[src/rtl/mem_stage_pkg.sv]
// Shared widths and bus layouts for the memory-access stage.
// The packed struct field order fixes the bit positions of every bus.
package mem_stage_pkg;

    localparam int ES_TO_MS_BUS_WD = 80;
    localparam int MS_TO_WS_BUS_WD = 70;
    localparam int MS_FORWARD_WD   = 72;

    typedef struct packed {
        logic        mem_we;        // [79]
        logic        ld_w;          // [78]
        logic        ld_b;          // [77]
        logic        ld_bu;         // [76]
        logic        ld_h;          // [75]
        logic        ld_hu;         // [74]
        logic        st_w;          // [73]
        logic        st_b;          // [72]
        logic        st_h;          // [71]
        logic        res_from_mem;  // [70]
        logic        gr_we;         // [69]
        logic [4:0]  dest;          // [68:64]
        logic [31:0] alu_result;    // [63:32]
        logic [31:0] pc;            // [31:0]
    } es_to_ms_bus_t;

    typedef struct packed {
        logic        gr_we;         // [69]
        logic [4:0]  dest;          // [68:64]
        logic [31:0] final_result;  // [63:32]
        logic [31:0] pc;            // [31:0]
    } ms_to_ws_bus_t;

    typedef struct packed {
        logic        blocking;      // [71]
        logic [31:0] pc;            // [70:39]
        logic [31:0] result;        // [38:7]
        logic [4:0]  dest;          // [6:2]
        logic        gr_we;         // [1]
        logic        valid;         // [0]
    } ms_forward_t;

endpackage

[src/rtl/mem_stage_if.sv]
// Handshake, payload and data-SRAM response signals around the memory stage.
// slave = the stage itself, master = its environment (EXE, WB, SRAM, decode).
interface mem_stage_if;
    import mem_stage_pkg::*;

    logic                       ws_allowin;
    logic                       ms_allowin;
    logic                       es_to_ms_valid;
    logic [ES_TO_MS_BUS_WD-1:0] es_to_ms_bus;
    logic                       ms_to_ws_valid;
    logic [MS_TO_WS_BUS_WD-1:0] ms_to_ws_bus;
    logic [MS_FORWARD_WD-1:0]   ms_forward;
    logic                       data_sram_data_ok;
    logic [31:0]                data_sram_rdata;

    modport slave (
        input  ws_allowin, es_to_ms_valid, es_to_ms_bus,
               data_sram_data_ok, data_sram_rdata,
        output ms_allowin, ms_to_ws_valid, ms_to_ws_bus, ms_forward
    );

    modport master (
        output ws_allowin, es_to_ms_valid, es_to_ms_bus,
               data_sram_data_ok, data_sram_rdata,
        input  ms_allowin, ms_to_ws_valid, ms_to_ws_bus, ms_forward
    );

endinterface

[src/rtl/load_extend.sv]
// Selects the addressed byte/halfword/word of a load response and extends it.
// Misaligned addresses are not trapped; the low address bits are used as given.
module load_extend (
    input  logic [31:0] rd,
    input  logic [1:0]  a,
    input  logic        ld_w,
    input  logic        ld_b,
    input  logic        ld_bu,
    input  logic        ld_h,
    input  logic        ld_hu,
    output logic [31:0] load_data
);

    logic [7:0]  byte_sel;
    logic [15:0] half_sel;

    always_comb begin
        // NOTE: every always_comb output gets a default first so no path leaves it unassigned (no latch).
        byte_sel = rd[7:0];
        unique case (a)
            2'd0: byte_sel = rd[7:0];
            2'd1: byte_sel = rd[15:8];
            2'd2: byte_sel = rd[23:16];
            2'd3: byte_sel = rd[31:24];
        endcase
    end

    assign half_sel = a[1] ? rd[31:16] : rd[15:0];

    always_comb begin
        load_data = rd;
        if (ld_w)
            load_data = rd;
        else if (ld_b)
            load_data = {{24{byte_sel[7]}}, byte_sel};
        else if (ld_bu)
            load_data = {24'd0, byte_sel};
        else if (ld_h)
            load_data = {{16{half_sel[15]}}, half_sel};
        else if (ld_hu)
            load_data = {16'd0, half_sel};
    end

endmodule

[src/rtl/mem_stage.sv]
// Memory-access pipeline stage: holds one EXE instruction, waits for its SRAM response,
// buffers it under WB back-pressure and forwards the result. Option: MS_FWD_LOAD_EN.
module mem_stage
    import mem_stage_pkg::*;
(
    input  logic         clk,
    input  logic         resetn,
    mem_stage_if.slave   ms_if
);

    logic          ms_valid;
    es_to_ms_bus_t ms_bus_r;
    logic [31:0]   rdata_buf;
    logic          buf_valid;

    logic          mem_op;
    logic          ms_ready_go;
    logic          data_ok_taken;
    logic [31:0]   rd;
    logic [31:0]   load_data;
    logic [31:0]   final_result;
    logic [31:0]   fwd_result;
    logic          blocking;
    ms_to_ws_bus_t ws_bus;
    ms_forward_t   fwd;
    logic          unused_st;

    assign mem_op        = ms_bus_r.res_from_mem | ms_bus_r.mem_we;
    assign ms_ready_go   = !mem_op || buf_valid || ms_if.data_sram_data_ok;
    // A response belongs to the held instruction only while it is still unanswered.
    assign data_ok_taken = ms_valid && mem_op && !buf_valid && ms_if.data_sram_data_ok;

    assign ms_if.ms_allowin     = !ms_valid || (ms_ready_go && ms_if.ws_allowin);
    assign ms_if.ms_to_ws_valid = ms_valid && ms_ready_go;

    always_ff @(posedge clk or negedge resetn) begin
        // NOTE: sequential state uses non-blocking assignments so every register samples pre-edge values.
        if (!resetn) begin
            ms_valid  <= 1'b0;
            ms_bus_r  <= '0;
            // NOTE: the response buffer is a plain register, so it is cleared with the rest of the state.
            rdata_buf <= '0;
            buf_valid <= 1'b0;
        end else begin
            if (ms_if.ms_allowin) begin
                ms_valid  <= ms_if.es_to_ms_valid;
                buf_valid <= 1'b0;
            end else if (data_ok_taken && !ms_if.ws_allowin) begin
                rdata_buf <= ms_if.data_sram_rdata;
                buf_valid <= 1'b1;
            end
            if (ms_if.es_to_ms_valid && ms_if.ms_allowin)
                ms_bus_r <= es_to_ms_bus_t'(ms_if.es_to_ms_bus);
        end
    end

    assign rd = buf_valid ? rdata_buf : ms_if.data_sram_rdata;

    load_extend u_load_extend (
        .rd        (rd),
        .a         (ms_bus_r.alu_result[1:0]),
        .ld_w      (ms_bus_r.ld_w),
        .ld_b      (ms_bus_r.ld_b),
        .ld_bu     (ms_bus_r.ld_bu),
        .ld_h      (ms_bus_r.ld_h),
        .ld_hu     (ms_bus_r.ld_hu),
        .load_data (load_data)
    );

    assign final_result = ms_bus_r.res_from_mem ? load_data : ms_bus_r.alu_result;

`ifdef MS_FWD_LOAD_EN
    assign fwd_result = final_result;
    assign blocking   = ms_valid && ms_bus_r.res_from_mem && !ms_ready_go;
`else
    // Load data is bypassed only from WB, so a held load always stalls a dependent decode.
    assign fwd_result = ms_bus_r.alu_result;
    assign blocking   = ms_valid && ms_bus_r.res_from_mem;
`endif

    always_comb begin
        ws_bus.gr_we        = ms_bus_r.gr_we;
        ws_bus.dest         = ms_bus_r.dest;
        ws_bus.final_result = final_result;
        ws_bus.pc           = ms_bus_r.pc;

        fwd.blocking = blocking;
        fwd.pc       = ms_bus_r.pc;
        fwd.result   = fwd_result;
        fwd.dest     = ms_bus_r.dest;
        fwd.gr_we    = ms_bus_r.gr_we;
        fwd.valid    = ms_valid;
    end

    assign ms_if.ms_to_ws_bus = ws_bus;
    assign ms_if.ms_forward   = fwd;

    // Store width only matters to the SRAM request side in EXE.
    assign unused_st = ^{ms_bus_r.st_w, ms_bus_r.st_b, ms_bus_r.st_h};

endmodule
[src/flat_wrapper.sv]
// flat-port wrapper written by rule: the top's interface ports become plain ports
module mem_stage_flat import mem_stage_pkg::*;
  (clk, resetn, ms_if_ws_allowin, ms_if_es_to_ms_valid, ms_if_es_to_ms_bus, ms_if_data_sram_data_ok, ms_if_data_sram_rdata, ms_if_ms_allowin, ms_if_ms_to_ws_valid, ms_if_ms_to_ws_bus, ms_if_ms_forward);
  mem_stage_if ms_if_i ();
  input  logic clk;
  input  logic resetn;
  input wire logic [$bits(ms_if_i.ws_allowin)-1:0] ms_if_ws_allowin;
  input wire logic [$bits(ms_if_i.es_to_ms_valid)-1:0] ms_if_es_to_ms_valid;
  input wire logic [$bits(ms_if_i.es_to_ms_bus)-1:0] ms_if_es_to_ms_bus;
  input wire logic [$bits(ms_if_i.data_sram_data_ok)-1:0] ms_if_data_sram_data_ok;
  input wire logic [$bits(ms_if_i.data_sram_rdata)-1:0] ms_if_data_sram_rdata;
  output wire logic [$bits(ms_if_i.ms_allowin)-1:0] ms_if_ms_allowin;
  output wire logic [$bits(ms_if_i.ms_to_ws_valid)-1:0] ms_if_ms_to_ws_valid;
  output wire logic [$bits(ms_if_i.ms_to_ws_bus)-1:0] ms_if_ms_to_ws_bus;
  output wire logic [$bits(ms_if_i.ms_forward)-1:0] ms_if_ms_forward;
  assign ms_if_i.ws_allowin = ms_if_ws_allowin;
  assign ms_if_i.es_to_ms_valid = ms_if_es_to_ms_valid;
  assign ms_if_i.es_to_ms_bus = ms_if_es_to_ms_bus;
  assign ms_if_i.data_sram_data_ok = ms_if_data_sram_data_ok;
  assign ms_if_i.data_sram_rdata = ms_if_data_sram_rdata;
  assign ms_if_ms_allowin = ms_if_i.ms_allowin;
  assign ms_if_ms_to_ws_valid = ms_if_i.ms_to_ws_valid;
  assign ms_if_ms_to_ws_bus = ms_if_i.ms_to_ws_bus;
  assign ms_if_ms_forward = ms_if_i.ms_forward;
  mem_stage u_core (.clk(clk), .resetn(resetn), .ms_if(ms_if_i));
endmodule
[config.mk]
export PLATFORM = sky130hd
export DESIGN_NAME = mem_stage_flat
export DESIGN_NICKNAME = d
export VERILOG_FILES = /design/src/rtl/mem_stage_pkg.sv /design/src/rtl/mem_stage_if.sv /design/src/rtl/load_extend.sv /design/src/rtl/mem_stage.sv /design/src/flat_wrapper.sv
export SDC_FILE = /design/constraint.sdc
export NUM_CORES = 1
export LEC_CHECK = 0
export CAP_MARGIN = 40
export CORE_UTILIZATION = 45
export CTS_BUF_LIST = sky130_fd_sc_hd__clkbuf_4
export DETAILED_ROUTE_END_ITERATION = 12
export DONT_BUFFER_PORTS = 1
export PLACE_DENSITY = 0.6
export SLEW_MARGIN = 20
export SYNTH_ARGS = -nofsm -noshare
export SYNTH_HDL_FRONTEND = slang
export SYNTH_SLANG_ARGS = --single-unit
export TNS_END_PERCENT = 50
[constraint.sdc]
create_clock -name clk -period 8.04 [get_ports clk]
set_clock_uncertainty 0.1 [all_clocks]
set_input_delay 1.206 -clock clk [delete_from_list [all_inputs] [get_ports clk]]
set_output_delay 1.206 -clock clk [all_outputs]
set_load 0.005 [all_outputs]
Word-level counts from Yosys, hierarchy flattened
Index checks and enable logic that the tools add are counted.
{"block": "totals", "out_inout_bits": 144, "input_bits": 117, "regBits": 111}
{"block": "classes", "n_bitwise": 2, "n_eq_ne": 3, "n_reduce_logical": 18, "mux": 11}
{"cell": "32-bit two-way mux", "n": 7}
{"cell": "8-bit case mux with 4 select lines", "n": 1}
{"cell": "16-bit two-way mux", "n": 1}
{"cell": "1-bit logical AND", "n": 8}
{"cell": "2-bit equality test (second input constant)", "n": 2}
{"cell": "1-bit logical NOT", "n": 4}
{"cell": "1-bit logical OR", "n": 3}
{"cell": "2-bit by 1-bit equality test with 1-bit output (second input constant)", "n": 1}
{"cell": "2-bit logical NOT", "n": 1}
{"cell": "1-bit two-way mux", "n": 2}
{"cell": "2-bit AND reduction", "n": 1}
{"cell": "2-bit nonzero test", "n": 1}
{"cell": "1-bit inverter", "n": 1}
{"cell": "1-bit bitwise OR", "n": 1}

Longest topological paths before layout
{"block": "depth", "word_depth": 8, "mapped_depth": 9, "mapped_depth_nobuf": 5}

Modules after synthesis
From an unflattened synthesis, not the netlist that was laid out.
{"block": "hier_totals", "hier_cells": 551, "area_unflattened_um2": 6750.2}
{"module": "mem_stage", "seq_area_each_um2": 2777.7, "instances": 1, "cells_per_inst": 428, "area_each_um2": 5863.1}
{"module": "load_extend", "seq_area_each_um2": 0.0, "instances": 1, "cells_per_inst": 123, "area_each_um2": 887.1}

Worst setup path after synthesis
No wires, ideal clock.
{"block": "synth_path", "path_kind": "input to output", "start": "input ms_if_data_sram_rdata[7]", "end": "output ms_if_ms_to_ws_bus[49]", "slack_ns": 3.840, "required_time_ns": 6.734, "path_stages": 6, "arrival_ns": 2.894, "n_path_buf": 1, "cell_sequence": "mux2_1 -> mux4_2 -> a2111oi_4 -> buf_6 -> a2bb2oi_2 -> nor2_1"}
{"block": "synth_between", "elab_chain_len": 5}
{"element": "start, declared", "line": "flat_wrapper.sv:11", "source": "input wire logic [$bits(ms_if_i.data_sram_rdata)-1:0] ms_if_data_sram_rdata;"}
{"element": "32-bit two-way mux", "line": "mem_stage.sv:57", "source": "assign rd = buf_valid ? rdata_buf : ms_if.data_sram_rdata;"}
{"element": "8-bit case mux with 4 select lines", "line": "load_extend.sv:20", "source": "unique case (a)"}
{"element": "32-bit two-way mux", "line": "load_extend.sv:34", "source": "else if (ld_b)"}
{"element": "32-bit two-way mux", "line": "load_extend.sv:32", "source": "if (ld_w)"}
{"element": "32-bit two-way mux", "line": "mem_stage.sv:70", "source": "assign final_result = ms_bus_r.res_from_mem ? load_data : ms_bus_r.alu_result;"}
{"element": "end, declared", "line": "flat_wrapper.sv:14", "source": "output wire logic [$bits(ms_if_i.ms_to_ws_bus)-1:0] ms_if_ms_to_ws_bus;"}
No other way between the ends.

Final worst setup path
{"block": "layout_path", "start": "register u_core.buf_valid", "end": "output ms_if_ms_to_ws_bus[57]"}
{"block": "layout_between", "elab_chain_len": 7, "word_cells_on_any_way": 9}
{"element": "start, declared", "line": "mem_stage.sv:14", "source": "logic buf_valid;"}
{"element": "start signal, assigned", "line": "mem_stage.sv:43", "source": "buf_valid <= 1'b0;"}
{"element": "start signal, assigned", "line": "mem_stage.sv:47", "source": "buf_valid <= 1'b0;"}
{"element": "start signal, assigned", "line": "mem_stage.sv:50", "source": "buf_valid <= 1'b1;"}
{"element": "32-bit two-way mux (*)", "line": "mem_stage.sv:57"}
{"element": "32-bit two-way mux or 16-bit two-way mux (tied branches)", "line": "load_extend.sv:40, load_extend.sv:28"}
{"element": "32-bit two-way mux", "line": "load_extend.sv:38", "source": "else if (ld_h)"}
{"element": "32-bit two-way mux", "line": "load_extend.sv:36", "source": "else if (ld_bu)"}
{"element": "32-bit two-way mux", "line": "load_extend.sv:34"}
{"element": "32-bit two-way mux (*)", "line": "load_extend.sv:32"}
{"element": "32-bit two-way mux (*)", "line": "mem_stage.sv:70"}
Every way passes the cells marked *; elsewhere a longest branch is shown, timed or not.

==> results by group <==
Yosys
  • Cell taking the most area after synthesis: dfrtp_1
  • Average footprint of a synthesized cell: 11.5 sq um
  • Post-synthesis simple-gate area fraction: 0.0512
  • Summed instance area of the synthesized netlist: 6500 sq um
  • Asr flop ratio synth: 1.00
  • Synth unique cells: 43
  • Mux contribution to synthesized area: 0.272
  • Ys Warns: 0
  • Top cells by area in the synthesized netlist: dfrtp_1, mux2_2, buf_4
  • Count of flip-flops with a built-in enable after synthesis: 0
  • Sequential fraction of the synthesis area: 0.428
  • Dominant register cell in the synthesized netlist: dfrtp_1
  • XOR/XNOR Fraction of Synth Area: 0
  • Synth Net Count: 682
  • Synth top area share: 0.428
  • Cell count after synthesis: 565
  • Adder-cell area share of the yosys netlist: 0
  • Count of state elements after synthesis: 111
  • Main combinational cell family by area after synthesis: multiplexers
  • Compound-Gate Fraction of Synth Area: 0.101

Power
  • Net switching power figure: 0.000728 W
  • Internal Dissipation: 0.00117 W
  • Comb power frac: 0.362
  • Flop pwr share: 0.501
  • Static Leakage: 2.32 nW
  • Peak supply drop: 114 uV
  • Proportion of total power due to net switching: 0.384
  • Proportion of power drawn by the clock network: 0.137
  • Power per unit of standard cell area: 316 nW/um^2

Placed design
  • Weighted congestion at the end of routability-driven global placement: 0.785
  • Detailed-placement wirelength estimate: 11200 um
  • Port Buf Inserts: 0

Global routing
  • Total global-route track usage: 0.204
  • Wire length of the first global-routing pass: 22300 um
  • Number of global-route vias before repair: 3931
  • Largest net degree at the start of global routing: 112
  • Remaining Overflow, GRT: 0
  • Initial antenna violation count: 0

Route
  • Average via count per standard cell: 5.99
  • Remaining design rule violation count: 0
  • DR vias: 3761
  • Number of DRC violations after detailed-routing iteration 0: 171
  • First drt pass iteration count: 4
  • Met2 routed wirelength: 7740 um
  • Average wire per cell in the routed design: 23.8 um
  • Top Layer Used: met4
  • DRT Wirelength: 15000 um
  • Met3 Routed Length: 1340 um
  • Number of nets with antenna violations after routing: 0
  • Met1 wire length: 5620 um

STA
  • Fmax: 206 MHz
  • Transition time of the tightest slew-check pin: 797 ps
  • Hold Vio Cnt, Final: 0
  • Worst slew margin relative to its limit: 0.463
  • Setup repair after global routing missed its margin: false
  • Final-layout setup total negative slack: 0 ps
  • Final critical delay including setup and external delays: 4850 ps
  • Number of endpoints failing setup at the final stage: 0
  • Smallest hold slack: 279 ps
  • Crit share post-route: 0.603
  • Number of pins with negative max-slew slack in the final report: 0

Critical path
  • Largest delay share family, worst path: compound AO/OA/AOI/OAI gates
  • Worst-path cell with the longest stage delay: dfrtp_2
  • Number of buffers and inverters on the critical path: 2
  • Longest individual stage delay on the worst path: 760 ps
  • Critical path cell sequence: buf_16 -> mux2_4 -> mux4_2 -> a2111oi_4 -> buf_4 -> o21ai_0 -> o21a_1
  • Critical setup path kind: reg2out
  • Peak fanout along the critical path: 22
  • Startpoint Class: flip-flop
  • Arrival @ worst endpoint: 3540 ps
  • Crit. End Element: output pin
  • Req. time, crit path: 6730 ps

Clock tree
  • Post CTS Setup Buffer Count: 0
  • Clock buffer count from CTS: 9
  • Post-CTS Hold Fix Bufs: 0
  • Number of gates given a new drive strength after cts: 0
  • Clock transition time at the flip-flop clock pins of the worst setup and hold paths: 170 ps
  • Sink count of the clock tree: 111
  • Root cell of the clock tree: clkbuf_4
  • Depth of the CTS H-tree: 3
  • Number of buffers on the longest clock path: 2
  • TritonCTS clock tree: built
  • Clock network latency to the later pin of the worst-skew pair: 480 ps

Cells and area
  • P&R area growth vs syn: -7.72%
  • Filler Cells Inserted: 1308
  • Final layout net count: 560
  • Fraction of final layout cells sized beyond drive strength 1: 0.393
  • Footprint of the multi-input gates: 2770 sq um
  • Antenna fix cells: 0
  • Register Area: 2780 sq um

Die
  • Number of ports placed on the die boundary: 261
  • Height of the die: 122 um
  • FP Rows: 43
  • Initial core utilization: 0.464
  • Width of the die: 122 um
  • Area of the die: 14900 sq um
  • Area of the core region: 14000 sq um

Run status
  • Run status: finished clean

Min path
  • Worst Hold Class: in2async

Job
  • Max-capacitance violation count: 0
-- synth_stat cells (2+ instances only) --
| master | n |
|---|---|
| a21oi_1 | 23 |
| a2bb2oi_2 | 7 |
| a311oi_1 | 5 |
| a31oi_1 | 3 |
| and2_1 | 3 |
| buf_1 | 5 |
| buf_2 | 5 |
| buf_4 | 110 |
| buf_6 | 2 |
| clkbuf_1 | 19 |
| dfrtp_1 | 111 |
| mux2_2 | 129 |
| mux2_4 | 2 |
| mux2i_1 | 9 |
| mux4_2 | 8 |
| nand2_1 | 20 |
| nand2b_1 | 5 |
| nand3_1 | 5 |
| nor2_1 | 33 |
| nor3_1 | 2 |
| o211ai_1 | 2 |
| o21a_1 | 8 |
| o21ai_0 | 13 |
| o21ai_1 | 3 |
| o22a_1 | 9 |
| o22ai_1 | 7 |
-- through the flow --
step / util / cell area (sq um) / cells / total power [W] / worst slack [ps]
final: 0.429 / 5990 / 628 / 0.00190 / 3190
after global routing: 0.429 / 5990 / 628 / 0.00204 / 2900
after CTS: 0.429 / 5990 / 628 / 0.00192 / 3040
after detailed placement: 0.420 / 5870 / 612 / 0.00166 / 3440
after global placement: 0.415 / 5800 / 608 / 0.00162 / 3060
after floorplan: - / 6500 / 565 / 0.00165 / 3840
-- worst paths after layout --
path                                 startpoint                      to  slack [ps]  cells past startpoint
max                            u_core.buf_valid  ms_if_ms_to_ws_bus[57]        3190                      7
min                                      resetn   u_core.fwd_result[17]         280                      0
max reg2reg                    u_core.buf_valid    u_core.fwd_result[3]        5440                      6
min reg2reg                u_core.rdata_buf[19]    u_core.rdata_buf[19]         420                      1
max in group asynchronous                resetn        u_core.buf_valid        7380                      0
min in group clk           u_core.rdata_buf[19]    u_core.rdata_buf[19]         420                      1
-- cell type report --
type	instances	area share
Inverter	1	0.000626
Timing Repair Buffer	8	0.0167
Sequential cell	111	0.464
Clock buffer	10	0.0125
Tap cell	180	0.0376
Multi-Input combinational cell	312	0.461
Clock inverter	6	0.00772
-- per-layer routing --
metal  track usage  up-vias
met5             0        -
met4        0.0785        0
met3        0.0623       16
met2         0.353      194
met1         0.235     1885
li1              -     1666
-- cells by family (layout without fill, tap and decap cells) --
kind of cell,Yosys count,in the layout
muxes,149,149
buffers and inverters,142,25
DFF,111,111
AOI/OAI and AO/OA,89,89
and+or+nand+nor,74,74
-- cells in the final DEF (no fill, tap or decap), types with 2 or more instances in the layout --
master      count
o21a_1          8
dfrtp_1       110
a31oi_1         3
clkbuf_4       10
o21ai_1         3
o21ai_0        13
o22a_1          9
buf_4           6
a21oi_1        23
clkinvlp_4      2
mux2i_1         9
nand2_1        20
clkinv_4        2
o211ai_1        2
mux2_4          2
nor2_1         33
mux4_2          8
nand2b_1        5
mux2_2        129
and2_1          2
buf_16          2
o22ai_1         7
a2bb2oi_2       7
a311oi_1        5
nand3_1         5
-- worst register-to-register path, cell delays in order, from the launching register on --
cell,delay (ps)
dfrtp_2,760
o21bai_1,260
o21ai_0,160
nand2_1,150
and2_4,340
buf_16,290
mux2_2,450
-- state kept, by name (all words and copies together), names as in the netlist --
signal,cells
u_core.ms_if.ms_forward,38
u_core.fwd_result,32
u_core.ms_bus_r,7
u_core.ms_valid,1
u_core.buf_valid,1
u_core.rdata_buf,32
-- power by group through the flow --
stage | Combinational, W | Sequential (W) | Clock, W
6_report | 0.000686 | 0.000949 | 0.000260
5_1_grt | 0.000752 | 0.000989 | 0.000296
4_1_cts | 0.000692 | 0.000953 | 0.000275
3_5_place_dp | 0.000690 | 0.000967 | 0
3_3_place_gp | 0.000652 | 0.000964 | 0
2_1_floorplan | 0.000799 | 0.000853 | 0
(Power assumes the default switching activity.)
